File: src/rtl/fpu_issue_wb_if.sv
// Decode/FPU/writeback bundle for the FP issue and writeback controller.
//
// Purpose: carries every non-clock signal between decode, the fixed-latency
// FPU datapath, the register file / SR write port and fpu_issue_wb.
//
// Port summary (direction as seen by fpu_issue_wb, modport "slave"):
//   in : dcValid, dcOpMode[7:0], dcIdMode[1:0], dcRegA/B/C[6:0], dcWrSr,
//        flush, fpuIdRegD[6:0], fpuIdModeD[1:0], fpuValD[63:0],
//        fpuOutSr[31:0]
//   out: dcReady, fpuOpMode[7:0], fpuIdMode[1:0], fpuRegA/B/C[6:0],
//        wbEn, wbReg[6:0], wbMode[1:0], wbVal[63:0], wbHiEn,
//        srWrEn, srT, busy
// The "master" modport is the mirror image (decode + FPU + register file).
//
// Handshake: an op transfers from decode in a cycle where dcValid and
// dcReady are both high and flush is low. While dcValid is high and dcReady
// is low, decode holds every dc* field (and the FPU holds fpuIdRegD /
// fpuIdModeD) stable; dcReady never depends on a transfer completing.
interface fpu_issue_wb_if;
  // decode side
  logic        dcValid;
  logic        dcReady;
  logic [7:0]  dcOpMode;
  logic [1:0]  dcIdMode;
  logic [6:0]  dcRegA;
  logic [6:0]  dcRegB;
  logic [6:0]  dcRegC;
  logic        dcWrSr;
  logic        flush;
  // FPU datapath side
  logic [7:0]  fpuOpMode;
  logic [1:0]  fpuIdMode;
  logic [6:0]  fpuRegA;
  logic [6:0]  fpuRegB;
  logic [6:0]  fpuRegC;
  logic [6:0]  fpuIdRegD;
  logic [1:0]  fpuIdModeD;
  logic [63:0] fpuValD;
  logic [31:0] fpuOutSr;
  // register file / SR write side
  logic        wbEn;
  logic [6:0]  wbReg;
  logic [1:0]  wbMode;
  logic [63:0] wbVal;
  logic        wbHiEn;
  logic        srWrEn;
  logic        srT;
  logic        busy;

  modport slave (
    input  dcValid, dcOpMode, dcIdMode, dcRegA, dcRegB, dcRegC, dcWrSr, flush,
    input  fpuIdRegD, fpuIdModeD, fpuValD, fpuOutSr,
    output dcReady, fpuOpMode, fpuIdMode, fpuRegA, fpuRegB, fpuRegC,
    output wbEn, wbReg, wbMode, wbVal, wbHiEn, srWrEn, srT, busy
  );

  modport master (
    output dcValid, dcOpMode, dcIdMode, dcRegA, dcRegB, dcRegC, dcWrSr, flush,
    output fpuIdRegD, fpuIdModeD, fpuValD, fpuOutSr,
    input  dcReady, fpuOpMode, fpuIdMode, fpuRegA, fpuRegB, fpuRegC,
    input  wbEn, wbReg, wbMode, wbVal, wbHiEn, srWrEn, srT, busy
  );
endinterface

File: src/rtl/fpu_issue_wb.sv
// Issue and writeback controller for the fixed-latency FP pipeline.
//
// Purpose: accepts FPU micro-ops from decode, holds them back while any
// source register overlaps a destination still in flight, drives the FPU
// op/register inputs in the issue cycle, carries each op's destination tag
// down a LAT-deep shadow pipeline and, LAT cycles after issue, captures the
// FPU result (or SR.T) into a registered writeback stage.
//
// Ports:
//   clock : sole clock, rising edge
//   reset : synchronous, active high; overrides flush and issue
//   bus   : fpu_issue_wb_if.slave (decode handshake, FPU drive/return,
//           register-file and SR write strobes, busy)
//
// Parameters:
//   LAT           : cycles from issue to the cycle fpuValD carries the result
//   REG_NONE      : destination/source code meaning "no register"
//   UCMD_FPU_NONE : opcode driven to the FPU when nothing issues
//
// Timing: an op issued in cycle N has its result sampled in N+LAT and its
// wbEn/srWrEn strobe high only in N+LAT+1. A dependent op sees dcReady low
// in N+1..N+LAT+1 and can issue at N+LAT+2 at the earliest.
module fpu_issue_wb #(
  parameter int         LAT           = 5,
  parameter logic [6:0] REG_NONE      = 7'h7F,
  parameter logic [7:0] UCMD_FPU_NONE = 8'h00
) (
  input logic          clock,
  input logic          reset,
  fpu_issue_wb_if.slave bus
);

  // One shadow-pipeline entry: the destination that the op will write.
  typedef struct packed {
    logic       valid;
    logic [6:0] rg;
    logic [1:0] mode;
    logic       wr_sr;
  } tag_t;

  tag_t [LAT-1:0] slot_q;
  tag_t [LAT-1:0] slot_d;

  logic        wb_en_q,    wb_en_d;
  logic [6:0]  wb_reg_q,   wb_reg_d;
  logic [1:0]  wb_mode_q,  wb_mode_d;
  logic [63:0] wb_val_q,   wb_val_d;
  logic        wb_hi_en_q, wb_hi_en_d;
  logic        sr_wr_en_q, sr_wr_en_d;
  logic        sr_t_q,     sr_t_d;

  logic hazard;
  logic dc_ready;
  logic issue;
  logic busy;
  tag_t tail;

  // Register overlap between a source and a destination. A double (mode 1)
  // on either side names an even/odd pair, so only bits [6:1] matter then.
  // REG_NONE on either side never overlaps anything.
  function automatic logic regs_overlap(input logic [6:0] src,
                                        input logic       src_dbl,
                                        input logic [6:0] dst,
                                        input logic       dst_dbl);
    logic hit;
    hit = 1'b0;
    if ((src != REG_NONE) && (dst != REG_NONE)) begin
      if (src_dbl || dst_dbl) begin
        hit = (src[6:1] == dst[6:1]);
      end else begin
        hit = (src == dst);
      end
    end
    return hit;
  endfunction

  // True if any of the three decode sources overlaps the given destination.
  function automatic logic srcs_hit(input logic [6:0] dst,
                                    input logic       dst_dbl,
                                    input logic [6:0] ra,
                                    input logic [6:0] rb,
                                    input logic [6:0] rc,
                                    input logic       src_dbl);
    return regs_overlap(ra, src_dbl, dst, dst_dbl) ||
           regs_overlap(rb, src_dbl, dst, dst_dbl) ||
           regs_overlap(rc, src_dbl, dst, dst_dbl);
  endfunction

  // Hazard: every in-flight destination plus the writeback that has not yet
  // reached the register file (it lands at the end of the wbEn cycle).
  always_comb begin
    hazard = 1'b0;
    for (int i = 0; i < LAT; i++) begin
      if (slot_q[i].valid &&
          srcs_hit(slot_q[i].rg, (slot_q[i].mode == 2'd1),
                   bus.dcRegA, bus.dcRegB, bus.dcRegC, (bus.dcIdMode == 2'd1))) begin
        hazard = 1'b1;
      end
    end
    if (wb_en_q &&
        srcs_hit(wb_reg_q, (wb_mode_q == 2'd1),
                 bus.dcRegA, bus.dcRegB, bus.dcRegC, (bus.dcIdMode == 2'd1))) begin
      hazard = 1'b1;
    end
    if (!bus.dcValid) begin
      hazard = 1'b0;
    end
  end

  assign dc_ready = !hazard && !reset;
  assign issue    = bus.dcValid && dc_ready && !bus.flush;

  // FPU drive is combinational so the FPU sees the op in the issue cycle.
  always_comb begin
    bus.fpuOpMode = UCMD_FPU_NONE;
    bus.fpuIdMode = 2'd0;
    bus.fpuRegA   = REG_NONE;
    bus.fpuRegB   = REG_NONE;
    bus.fpuRegC   = REG_NONE;
    if (issue) begin
      bus.fpuOpMode = bus.dcOpMode;
      bus.fpuIdMode = bus.dcIdMode;
      bus.fpuRegA   = bus.dcRegA;
      bus.fpuRegB   = bus.dcRegB;
      bus.fpuRegC   = bus.dcRegC;
    end
  end

  // Shadow pipeline: shifts every cycle regardless of decode stalls, since
  // the FPU datapath itself never stalls. Ops with nothing to write (no
  // register, no SR update) are dropped at entry so they never hazard.
  always_comb begin
    slot_d          = '0;
    slot_d[0].valid = issue && ((bus.fpuIdRegD != REG_NONE) || bus.dcWrSr);
    slot_d[0].rg    = bus.fpuIdRegD;
    slot_d[0].mode  = bus.fpuIdModeD;
    slot_d[0].wr_sr = bus.dcWrSr;
    for (int i = 1; i < LAT; i++) begin
      slot_d[i] = slot_q[i-1];
    end
    if (bus.flush) begin
      for (int i = 0; i < LAT; i++) begin
        slot_d[i].valid = 1'b0;
      end
    end
  end

  assign tail = slot_q[LAT-1];

  // Writeback capture. Strobes are single-cycle; data fields hold their last
  // captured value between writebacks and across a flush.
  always_comb begin
    wb_en_d    = 1'b0;
    wb_hi_en_d = 1'b0;
    sr_wr_en_d = 1'b0;
    wb_reg_d   = wb_reg_q;
    wb_mode_d  = wb_mode_q;
    wb_val_d   = wb_val_q;
    sr_t_d     = sr_t_q;
    if (tail.valid && !bus.flush) begin
      wb_en_d    = (tail.rg != REG_NONE);
      wb_reg_d   = tail.rg;
      wb_mode_d  = tail.mode;
      wb_val_d   = bus.fpuValD;
      wb_hi_en_d = (tail.mode != 2'd0);
      sr_wr_en_d = tail.wr_sr;
      sr_t_d     = bus.fpuOutSr[0];
    end
  end

  always_comb begin
    busy = wb_en_q || sr_wr_en_q;
    for (int i = 0; i < LAT; i++) begin
      busy = busy || slot_q[i].valid;
    end
  end

  always_ff @(posedge clock) begin
    if (reset) begin
      slot_q     <= '0;
      wb_en_q    <= 1'b0;
      wb_reg_q   <= 7'd0;
      wb_mode_q  <= 2'd0;
      wb_val_q   <= 64'd0;
      wb_hi_en_q <= 1'b0;
      sr_wr_en_q <= 1'b0;
      sr_t_q     <= 1'b0;
    end else begin
      slot_q     <= slot_d;
      wb_en_q    <= wb_en_d;
      wb_reg_q   <= wb_reg_d;
      wb_mode_q  <= wb_mode_d;
      wb_val_q   <= wb_val_d;
      wb_hi_en_q <= wb_hi_en_d;
      sr_wr_en_q <= sr_wr_en_d;
      sr_t_q     <= sr_t_d;
    end
  end

  assign bus.dcReady = dc_ready;
  assign bus.wbEn    = wb_en_q;
  assign bus.wbReg   = wb_reg_q;
  assign bus.wbMode  = wb_mode_q;
  assign bus.wbVal   = wb_val_q;
  assign bus.wbHiEn  = wb_hi_en_q;
  assign bus.srWrEn  = sr_wr_en_q;
  assign bus.srT     = sr_t_q;
  assign bus.busy    = busy;

endmodule
File: src/flat_wrapper.sv
// flat-port wrapper written by rule: the top's interface ports become plain ports
module fpu_issue_wb_flat 
#(
  parameter int         LAT           = 5,
  parameter logic [6:0] REG_NONE      = 7'h7F,
  parameter logic [7:0] UCMD_FPU_NONE = 8'h00
)
  (clock, reset, bus_dcValid, bus_dcOpMode, bus_dcIdMode, bus_dcRegA, bus_dcRegB, bus_dcRegC, bus_dcWrSr, bus_flush, bus_fpuIdRegD, bus_fpuIdModeD, bus_fpuValD, bus_fpuOutSr, bus_dcReady, bus_fpuOpMode, bus_fpuIdMode, bus_fpuRegA, bus_fpuRegB, bus_fpuRegC, bus_wbEn, bus_wbReg, bus_wbMode, bus_wbVal, bus_wbHiEn, bus_srWrEn, bus_srT, bus_busy);
  fpu_issue_wb_if bus_i ();
  input logic clock;
  input logic reset;
  input wire logic [$bits(bus_i.dcValid)-1:0] bus_dcValid;
  input wire logic [$bits(bus_i.dcOpMode)-1:0] bus_dcOpMode;
  input wire logic [$bits(bus_i.dcIdMode)-1:0] bus_dcIdMode;
  input wire logic [$bits(bus_i.dcRegA)-1:0] bus_dcRegA;
  input wire logic [$bits(bus_i.dcRegB)-1:0] bus_dcRegB;
  input wire logic [$bits(bus_i.dcRegC)-1:0] bus_dcRegC;
  input wire logic [$bits(bus_i.dcWrSr)-1:0] bus_dcWrSr;
  input wire logic [$bits(bus_i.flush)-1:0] bus_flush;
  input wire logic [$bits(bus_i.fpuIdRegD)-1:0] bus_fpuIdRegD;
  input wire logic [$bits(bus_i.fpuIdModeD)-1:0] bus_fpuIdModeD;
  input wire logic [$bits(bus_i.fpuValD)-1:0] bus_fpuValD;
  input wire logic [$bits(bus_i.fpuOutSr)-1:0] bus_fpuOutSr;
  output wire logic [$bits(bus_i.dcReady)-1:0] bus_dcReady;
  output wire logic [$bits(bus_i.fpuOpMode)-1:0] bus_fpuOpMode;
  output wire logic [$bits(bus_i.fpuIdMode)-1:0] bus_fpuIdMode;
  output wire logic [$bits(bus_i.fpuRegA)-1:0] bus_fpuRegA;
  output wire logic [$bits(bus_i.fpuRegB)-1:0] bus_fpuRegB;
  output wire logic [$bits(bus_i.fpuRegC)-1:0] bus_fpuRegC;
  output wire logic [$bits(bus_i.wbEn)-1:0] bus_wbEn;
  output wire logic [$bits(bus_i.wbReg)-1:0] bus_wbReg;
  output wire logic [$bits(bus_i.wbMode)-1:0] bus_wbMode;
  output wire logic [$bits(bus_i.wbVal)-1:0] bus_wbVal;
  output wire logic [$bits(bus_i.wbHiEn)-1:0] bus_wbHiEn;
  output wire logic [$bits(bus_i.srWrEn)-1:0] bus_srWrEn;
  output wire logic [$bits(bus_i.srT)-1:0] bus_srT;
  output wire logic [$bits(bus_i.busy)-1:0] bus_busy;
  assign bus_i.dcValid = bus_dcValid;
  assign bus_i.dcOpMode = bus_dcOpMode;
  assign bus_i.dcIdMode = bus_dcIdMode;
  assign bus_i.dcRegA = bus_dcRegA;
  assign bus_i.dcRegB = bus_dcRegB;
  assign bus_i.dcRegC = bus_dcRegC;
  assign bus_i.dcWrSr = bus_dcWrSr;
  assign bus_i.flush = bus_flush;
  assign bus_i.fpuIdRegD = bus_fpuIdRegD;
  assign bus_i.fpuIdModeD = bus_fpuIdModeD;
  assign bus_i.fpuValD = bus_fpuValD;
  assign bus_i.fpuOutSr = bus_fpuOutSr;
  assign bus_dcReady = bus_i.dcReady;
  assign bus_fpuOpMode = bus_i.fpuOpMode;
  assign bus_fpuIdMode = bus_i.fpuIdMode;
  assign bus_fpuRegA = bus_i.fpuRegA;
  assign bus_fpuRegB = bus_i.fpuRegB;
  assign bus_fpuRegC = bus_i.fpuRegC;
  assign bus_wbEn = bus_i.wbEn;
  assign bus_wbReg = bus_i.wbReg;
  assign bus_wbMode = bus_i.wbMode;
  assign bus_wbVal = bus_i.wbVal;
  assign bus_wbHiEn = bus_i.wbHiEn;
  assign bus_srWrEn = bus_i.srWrEn;
  assign bus_srT = bus_i.srT;
  assign bus_busy = bus_i.busy;
  fpu_issue_wb #(.LAT(LAT), .REG_NONE(REG_NONE), .UCMD_FPU_NONE(UCMD_FPU_NONE)) u_core (.clock(clock), .reset(reset), .bus(bus_i));
endmodule
File: config.mk
export PLATFORM = sky130hd
export DESIGN_NAME = fpu_issue_wb_flat
export DESIGN_NICKNAME = d
export VERILOG_FILES = /design/src/rtl/fpu_issue_wb_if.sv /design/src/rtl/fpu_issue_wb.sv /design/src/flat_wrapper.sv
export SDC_FILE = /design/constraint.sdc
export NUM_CORES = 1
export LEC_CHECK = 0
export ABC_CLOCK_PERIOD_IN_PS = 4400
export CORE_MARGIN = 8
export CORE_UTILIZATION = 44
export CTS_CLUSTER_DIAMETER = 200
export CTS_CLUSTER_SIZE = 28
export DETAILED_ROUTE_END_ITERATION = 8
export GPL_TIMING_DRIVEN = 0
export HOLD_SLACK_MARGIN = 0.02
export PLACE_DENSITY_LB_ADDON = 0.3
export SLEW_MARGIN = 20
export SYNTH_ARGS = -nofsm -noshare
export SYNTH_HDL_FRONTEND = slang
export SYNTH_SLANG_ARGS = --single-unit
File: constraint.sdc
create_clock -name clock -period 4.4 [get_ports clock]
set_clock_uncertainty 0.1 [all_clocks]
set_input_delay 1.1 -clock clock [delete_from_list [all_inputs] [get_ports clock]]
set_output_delay 1.1 -clock clock [all_outputs]
set_load 0.005 [all_outputs]
* Word-level counts from Yosys, hierarchy flattened *
Index checks and enable logic that the tools add are counted.

word-level totals
  output and inout bits = 110
  register bits after elaboration = 132
  input bits = 141

operators by class
  eq/ne operators = 53
  bitwise gates (word level) = 1
  mux-type cells = 48
  reductions and logical operators = 60

operator list
  cell                                                 count
  equality test 7 bit                                  18
  equality test 6 bit                                  18
  inequality test 7 bit, second input constant         10
  2-to-1 mux 1 bit                                     43
  logical AND 1 bit                                    29
  logical OR 1 bit                                     25
  2-to-1 mux 7 bit                                     3
  equality test 2 x 1 -> 1 bit, second input constant  7
  2-to-1 mux 8 bit                                     1
  OR reduction 2 bit                                   2
  zero test 1 bit                                      3
  2-to-1 mux 2 bit                                     1
  nonzero test 2 bit                                   1
  inverter 1 bit                                       1

* Depth between registers and ports, before layout *
Gate-level depths: netlist of run 1.

  word-level depth = 19
  depth in mapped cells = 10

* Worst setup path after synthesis of run 1 *
OpenSTA, ideal clock, no wires.

  kind = input -> output
  start = input bus_dcIdMode[0]
  end = output bus_fpuOpMode[7]
  setup slack = 435 ps
  stages = 10
  data arrival time = 2765 ps
  cells stage by stage = nor2b_1 -> buf_6 -> buf_6 -> o311ai_1 -> nor3_1 -> a21oi_2 -> o211ai_2 -> nor4_4 -> buf_6 -> and2_1

between the ends
  cells in the longest elaborated chain, start to end = 19
  elaborated cells between the ends (all ways) = 73
  classes of those cells = eq/ne: 1; mux: 44; reduce/logical: 28

ends and longest elaborated chain
  item                               RTL line                                 RTL
  start, declared                    flat_wrapper.sv:14                       input wire logic [$bits(bus_i.dcIdMode)-1:0] bus_dcIdMode;
  equality test 2 x 1 -> 1 bit *     fpu_issue_wb.sv:96, fpu_issue_wb.sv:102
  logical OR 1 bit                   fpu_issue_wb.sv:68                       if (src_dbl || dst_dbl) begin
  2-to-1 mux 1 bit                   fpu_issue_wb.sv:68
  2-to-1 mux 1 bit                   fpu_issue_wb.sv:67                       if ((src != REG_NONE) && (dst != REG_NONE)) begin
  logical OR 1 bit                   fpu_issue_wb.sv:84                       return regs_overlap(ra, src_dbl, dst, dst_dbl) ||
  logical OR 1 bit                   fpu_issue_wb.sv:85                       regs_overlap(rb, src_dbl, dst, dst_dbl) ||
  logical AND 1 bit                  fpu_issue_wb.sv:94                       if (slot_q[i].valid &&
  2-to-1 mux 1 bit (5 in series)     fpu_issue_wb.sv:94
  2-to-1 mux 1 bit *                 fpu_issue_wb.sv:100                      if (wb_en_q &&
  2-to-1 mux 1 bit *                 fpu_issue_wb.sv:105                      if (!bus.dcValid) begin
  zero test 1 bit *                  fpu_issue_wb.sv:110                      assign dc_ready = !hazard && !reset;
  logical AND 1 bit *                fpu_issue_wb.sv:110
  logical AND 1 bit * (2 in series)  fpu_issue_wb.sv:111                      assign issue = bus.dcValid && dc_ready && !bus.flush;
  2-to-1 mux 8 bit *                 fpu_issue_wb.sv:120                      if (issue) begin
  end, declared                      flat_wrapper.sv:25                       output wire logic [$bits(bus_i.fpuOpMode)-1:0] bus_fpuOpMode;

Mark *: on every way between the ends. The rest lies on a longest branch, timed or not.

* Final worst setup path of run 1 *
  start = input bus_dcRegA[0]
  end = output bus_fpuRegB[4]

between the ends
  cells in the longest elaborated chain, start to end = 18
  elaborated cells between the ends (all ways) = 55
  classes of those cells = eq/ne: 7; mux: 20; reduce/logical: 28

ends and longest elaborated chain
  item                                                                 RTL line                                RTL
  start, declared                                                      flat_wrapper.sv:15                      input wire logic [$bits(bus_i.dcRegA)-1:0] bus_dcRegA;
  equality test 7 bit / inequality test 7 bit (equally long branches)  fpu_issue_wb.sv:71, fpu_issue_wb.sv:67
  2-to-1 mux 1 bit / logical AND 1 bit (equally long branches)         fpu_issue_wb.sv:68, fpu_issue_wb.sv:67
  2-to-1 mux 1 bit                                                     fpu_issue_wb.sv:67
  logical OR 1 bit                                                     fpu_issue_wb.sv:84
  logical OR 1 bit                                                     fpu_issue_wb.sv:85
  logical AND 1 bit                                                    fpu_issue_wb.sv:94
  2-to-1 mux 1 bit (5 in series)                                       fpu_issue_wb.sv:94
  2-to-1 mux 1 bit *                                                   fpu_issue_wb.sv:100
  2-to-1 mux 1 bit *                                                   fpu_issue_wb.sv:105
  zero test 1 bit *                                                    fpu_issue_wb.sv:110
  logical AND 1 bit *                                                  fpu_issue_wb.sv:110
  logical AND 1 bit * (2 in series)                                    fpu_issue_wb.sv:111
  2-to-1 mux 7 bit *                                                   fpu_issue_wb.sv:120
  end, declared                                                        flat_wrapper.sv:28                      output wire logic [$bits(bus_i.fpuRegB)-1:0] bus_fpuRegB;

Marks and branches as above.

==> results.sh, run 1 <==
export IMPL_outcome="complete, no violations"
export IMPL_yosysSeqAreaShare=0.4188
export IMPL_dr_pass1_iters=5
export IMPL_cts_max_level=4
export IMPL_synthesis_nets=896
export IMPL_slowest_delay_ps=310
export IMPL_design_area_um2=9617
export IMPL_synth_most_common_cell="nand2_1"
export IMPL_synth_top_area_frac=0.4188
export IMPL_relSlewSlack=0.5699
export IMPL_worstSetupPathType="in -> out"
export IMPL_drc=0
export IMPL_place_area_um2=8507
export IMPL_die_w_um=135.8
export IMPL_grt_pass1_wl_um=32550
export IMPL_fp_row_count=43
export IMPL_cts_made_buffers=17
export IMPL_power_switching_uw=678.4
export IMPL_avgSynthCellArea_um2=8.357
export IMPL_ys_async_sr_fraction=0
export IMPL_post_route_util=0.6901
export IMPL_path_cells="clkbuf_4 -> xnor2_1 -> o311ai_4 -> nor3_2 -> o21bai_1 -> o221ai_2 -> buf_4 -> nor4_4 -> buf_4 -> buf_6 -> buf_6 -> nand2b_1 -> buf_2"
export IMPL_yosysWarningCount=0
export IMPL_ant_nets=0
export IMPL_required_ps=3200
export IMPL_clk_latency_ps=410
export IMPL_fillerInstances=1107
export IMPL_dp_cells=1132
export IMPL_synth_edf_count=0
export IMPL_io_buffers=197
export IMPL_cts_tree="done"
export IMPL_slew_viol_final=0
export IMPL_hp_class="reg -> reg"
export IMPL_layout_drive_gt1_share=0.1554
export IMPL_post_drt_wl_per_cell_um=17.73
export IMPL_die_height_um=135.8
export IMPL_synth_area_top_cells="dfxtp_1 42%, xnor2_1 14%, nand2_1 9.0%, a21oi_1 6.2%, nor2b_1 5.8%"
export IMPL_area_growth_pct=52.41
export IMPL_netlist_instances=755
export IMPL_cellInternalPower_mw=2.506
export IMPL_dp_hpwl_um=14630
export IMPL_die_area_um2=18430
export IMPL_maxCapViolCount=0
export IMPL_synth_ff_type="dfxtp_1"
export IMPL_critPathCaptureType="output pin"
export IMPL_fin_cells=1184
export IMPL_pwr_share_comb=0.110
export IMPL_cts_sinks=132
export IMPL_drtIter0Drc=424
export IMPL_coreArea_um2=13930
export IMPL_first_global_vias=6094
export IMPL_ys_ff_latch=132
export IMPL_switching_share=0.2130
export IMPL_grt_max_degree=17
export IMPL_finalHoldViolCount=0
export IMPL_seqPwrFrac=0.386
export IMPL_final_nets=1132
export IMPL_grt_total_usage=0.2232
export IMPL_crit_slowest_cell="o311ai_4"
export IMPL_grt_overflow=0
export IMPL_syn_cell_area_um2=6310
export IMPL_p_clk_frac=0.504
export IMPL_io_pins=251
export IMPL_clockBufferDepth=2
export IMPL_power_density_nw_per_um2=331.1
export IMPL_yosysUniqueCellTypes=34
export IMPL_cp_arrival_ps=3190
export IMPL_antenna_found_initial=0
export IMPL_rsz0062_at_grt="yes"
export IMPL_root_buffer="clkbuf_16"
export IMPL_place_gp_congestion=0.9433
export IMPL_via_per_inst=5.188
export IMPL_p_leak_nw=3.277
export IMPL_start_util=0.4528
export IMPL_yosys_area_top_type="dfxtp_1"
export IMPL_antenna_cells=0
export IMPL_max_freq_mhz=227.6
export IMPL_holdBufCountCts=0
export IMPL_worstSetupStartpointType="input port"
export IMPL_worst_pin_slew_ps=638.4
export IMPL_netlist_top_cells_count="151 x nand2_1, 132 x dfxtp_1, 102 x xnor2_1, 78 x a21oi_1, 59 x nor2b_1"
export IMPL_period_minus_slack_ps=4393
export IMPL_peakVddDrop_v=0.0003446
export IMPL_vias=6142
export IMPL_clk_pin_slew_worst_paths_ps=50
export IMPL_worstPathMaxFanout=8
export IMPL_drt_total_wl_um=20990
export IMPL_timing_final_crit_share=0.9984
export IMPL_setup_viol=0
-- critical path: cells and delay by family --
family | cells | cell delay [ps]
AND/OR/NAND/NOR | 3 | 350
AO/OA/AOI/OAI | 3 | 640
buffers and inverters | 6 | 900
XOR/XNOR | 1 | 180
-- logic make-up (layout without fill, tap and decap cells) --
| group | after synthesis | count (layout) | synth area share |
|---|---|---|---|
| compound gates | 106 | 106 | 0.09756 |
| xor+xnor | 126 | 126 | 0.1749 |
| buf+inv | 70 | 319 | 0.05691 |
| flops | 132 | 132 | 0.4188 |
| simple gates | 321 | 321 | 0.2518 |
-- state kept, by name, summed over array words and instances, names as in the netlist --
name / flops
u_core.bus.wbEn: 1
u_core.bus.wbVal: 64
u_core.bus.wbMode: 2
u_core.bus.srWrEn: 1
u_core.slot_d: 40
u_core.bus.wbReg: 7
u_core.slot_q: 15
u_core.bus.wbHiEn: 1
u_core.bus.srT: 1
-- final timing paths --
kind / endpoint / cells past startpoint / startpoint / slack, ps
max: bus_fpuRegB[4] / 13 / bus_dcRegA[0] / 7
min: u_core.slot_q[44] / 1 / u_core.slot_d[44] / 330
max reg2reg: u_core.slot_q[10] / 11 / u_core.slot_d[31] / 1740
min reg2reg: u_core.slot_q[44] / 1 / u_core.slot_d[44] / 330
-- repair_timing --
item,4_1_cts,5_1_grt
gates cloned,3,0
setup endpoints to repair,32,32
hold endpoints to repair,0,0
pin swaps,35,13
gates resized for setup,169,39
setup buffers,18,2
-- layout make-up --
cell class              instances  area [um^2]  share of cell area
multi-input cells             553         3649              0.3794
flip-flops and latches        132         2643              0.2748
repair buffers                219         2064              0.2147
clock buffers                  22        474.2             0.04931
plain buffers                  68        361.6             0.03760
well taps                     180        225.2             0.02342
clock inverters                10        200.2             0.02082
-- layer usage --
layer / wire length, um / global-route usage
met4: 696 / 0.1043
met3: 1836 / 0.06862
met2: 10310 / 0.3660
met5: 0 / 0
met1: 8139 / 0.2608
-- metrics by stage --
step / setup WS (ps) / setup TNS (ps) / hold slack [ps] / power (mW)
floorplan: 435.2 / 0 / 313.8 / 1.411
global route: -74.43 / -557.5 / 358.6 / 3.284
CTS: 11.06 / 0 / 337.1 / 3.192
detailed placement: -785.1 / -21820 / 328.7 / 1.551
global placement: -757.8 / -21610 / 320.5 / 1.548
finish: 7.063 / 0 / 332.7 / 3.185
-- layout by cell type, fill, tap and decap left out, types with 3 or more instances in the layout --
cell and instances:
a21oi_1 75, a21oi_2 4, and2_1 9, and2_4 5, buf_1 11, buf_2 14
buf_4 27, buf_6 17, bufinv_16 6, clkbuf_1 34, clkbuf_16 17, clkbuf_2 15
clkbuf_4 5, clkbuf_8 3, clkdlybuf4s50_1 163, clkinv_2 4, dfxtp_1 132, nand2_1 151
nand2b_1 21, nand3_1 9, nand4_1 24, nor2_1 6, nor2_4 3, nor2b_1 57
nor3_1 8, nor3_2 10, nor4_1 8, nor4_2 3, o21ai_0 4, o311ai_2 3
o311ai_4 9, xnor2_1 102, xor2_1 24
-- power groups by stage --
stage	Sequential (mW)	Clock, mW	Combinational, mW
2_1_floorplan	1.25	0	0.162
5_1_grt	1.23	1.68	0.370
4_1_cts	1.23	1.63	0.337
6_report	1.23	1.60	0.349
3_5_place_dp	1.26	0	0.296
3_3_place_gp	1.26	0	0.293
Power figures use the tool's default switching activity.
==> run 2: changes to the inputs <==
- TNS_END_PERCENT: unset -> 100
==> results of run 2 <==
The final DEF is identical to that of run 1; final timing and power are the same.
==> run 3: changes to the inputs <==
- ABC_CLOCK_PERIOD_IN_PS: 4400 -> 3600
- CORE_UTILIZATION: 44 -> 40
- GPL_ROUTABILITY_DRIVEN: unset -> 0
- clock period: 4.4 -> 3.6 ns (I/O delays scaled with it)
==> run 3 against run 2 <==
The flow now finishes with violations (setup timing). Sequential cell count unchanged. Hold slack got worse by 2.6 ps. Setup slack got worse by 330 ps. First-iteration DRC count shrank 12%. Sequential share of layout area down 0.16 points. Critical path depth is 1 higher. Utilization is 7.2 points lower. Via count is 2.7% lower. Highest routed layer unchanged.
==> results.sh, run 3 (synthesis gave the netlist of run 1 again) <==
export IMPL_io_pins=251
export IMPL_antenna_found_initial=0
export IMPL_hp_class="reg -> reg"
export IMPL_drtIter0Drc=375
export IMPL_critPathCaptureType="output pin"
export IMPL_largest_reg_flops=64
export IMPL_grt_pass1_wl_um=32040
export IMPL_max_freq_mhz=254.7
export IMPL_via_per_inst=4.873
export IMPL_vias=5974
export IMPL_clockBufferDepth=2
export IMPL_grt_total_usage=0.2033
export IMPL_root_buffer="clkbuf_16"
export IMPL_worstSetupPathType="in -> out"
export IMPL_first_global_vias=5939
export IMPL_rsz0062_at_grt="yes"
export IMPL_die_w_um=141.6
export IMPL_power_mw=3.642
export IMPL_multiInputGateArea_um2=3672
export IMPL_violations="setup timing"
export IMPL_worstSetupStartpointType="input port"
export IMPL_worst_pin_slew_ps=648.3
export IMPL_drc=0
export IMPL_finalHoldViolCount=0
export IMPL_maxCapViolCount=0
export IMPL_die_area_um2=20050
export IMPL_dr_pass1_iters=5
export IMPL_power_density_nw_per_um2=376.5
export IMPL_clk_latency_ps=410
export IMPL_seqCellArea_um2=2643
export IMPL_required_ps=2600
export IMPL_start_util=0.4031
export IMPL_peakVddDrop_v=0.0003201
export IMPL_outcome="complete, but fails checks"
export IMPL_grt_max_degree=17
export IMPL_worstPathMaxFanout=6
export IMPL_p_leak_nw=3.259
export IMPL_slew_viol_final=0
export IMPL_relSlewSlack=0.5669
export IMPL_cts_tree="done"
export IMPL_grt_overflow=0
export IMPL_layout_drive_gt1_share=0.1594
export IMPL_setup_viol=32
export IMPL_coreArea_um2=15660
export IMPL_cts_made_buffers=17
export IMPL_post_drt_wl_per_cell_um=16.98
export IMPL_cp_arrival_ps=2930
export IMPL_period_minus_slack_ps=3925
export IMPL_final_cell_mix="163 x clkdlybuf4s50_1, 151 x nand2_1, 132 x dfxtp_1"
export IMPL_fp_row_count=46
export IMPL_fillerInstances=1396
export IMPL_final_common_cell="clkdlybuf4s50_1"
export IMPL_die_height_um=141.6
export IMPL_timing_final_crit_share=1.090
export IMPL_cts_max_level=4
export IMPL_area_growth_pct=53.30
export IMPL_cts_sinks=132
export IMPL_design_area_um2=9673
export IMPL_io_buffers=197
export IMPL_final_nets=1139
export IMPL_place_area_um2=8552
export IMPL_drt_total_wl_um=20820
export IMPL_clk_pin_slew_worst_paths_ps=50
export IMPL_holdBufCountCts=0
export IMPL_ant_nets=0
export IMPL_layout_setup_ws_ps=-325.5
export IMPL_antenna_cells=0
export IMPL_dp_hpwl_um=14740
==> run 3: routing by layer <==
layer	wire, um	track usage
met1	8465	0.2357
met2	10410	0.3480
met3	1431	0.04872
met4	512	0.09384
met5	0	0
==> run 3: through the flow <==
| stage | utilization | worst slack, ps | TNS (ps) | hold slack (ps) | instances |
|---|---|---|---|---|---|
| detailed placement | 0.5463 | -1188 | -35200 | 324.7 | 1168 |
| global route | 0.6179 | -388.5 | -10560 | 357.3 | 1226 |
| global placement | 0.5463 | -1161 | -34720 | 318.8 | 1168 |
| finish | 0.6179 | -325.5 | -8426 | 330.2 | 1226 |
| floorplan | - | 35.21 | 0 | 313.8 | 755 |
| CTS | 0.6026 | -320.0 | -8189 | 337.9 | 1218 |
==> run 3: critical path: stages <==
cell	delay [ps]
buf_6	90
nor2b_4	150
buf_4	200
o311ai_4	240
nor4_2	80
a21oi_1	190
o211ai_2	140
nor4_4	260
buf_4	180
buf_6	110
buf_12	100
buf_4	110
nand2b_4	40
buf_2	120
==> run 3: what timing repair did <==
action                     4_1_cts  5_1_grt
cloned                           1        0
setup endpoints to repair       32       32
buffers inserted                18       11
resized for setup              193       38
pin swaps                       29       25
hold endpoints to repair         0        0
==> run 3: path summary, 6_finish.rpt <==
kind	to	start	cells after the start	slack [ps]
min reg2reg	u_core.slot_d[22]	u_core.slot_d[11]	1	330
min	u_core.slot_d[22]	u_core.slot_d[11]	1	330
max	bus_fpuRegC[1]	bus_dcIdMode[0]	14	-330
max reg2reg	u_core.slot_q[10]	u_core.bus.wbMode[0]	12	960
==> run 3: cell type report <==
cell class,instances,share of cell area
clock buffer,20,0.04618
buffer,68,0.03803
timing repair buffer,226,0.2211
multi-input combinational,553,0.3796
sequential,132,0.2732
clock inverter,11,0.01397
tap,216,0.02794
==> run 3: report_power, final <==
group          switching, mW  internal, mW  total (mW)
combinational          0.196         0.243       0.438
sequential            0.0244          1.48        1.50
clock                  0.606          1.09        1.70
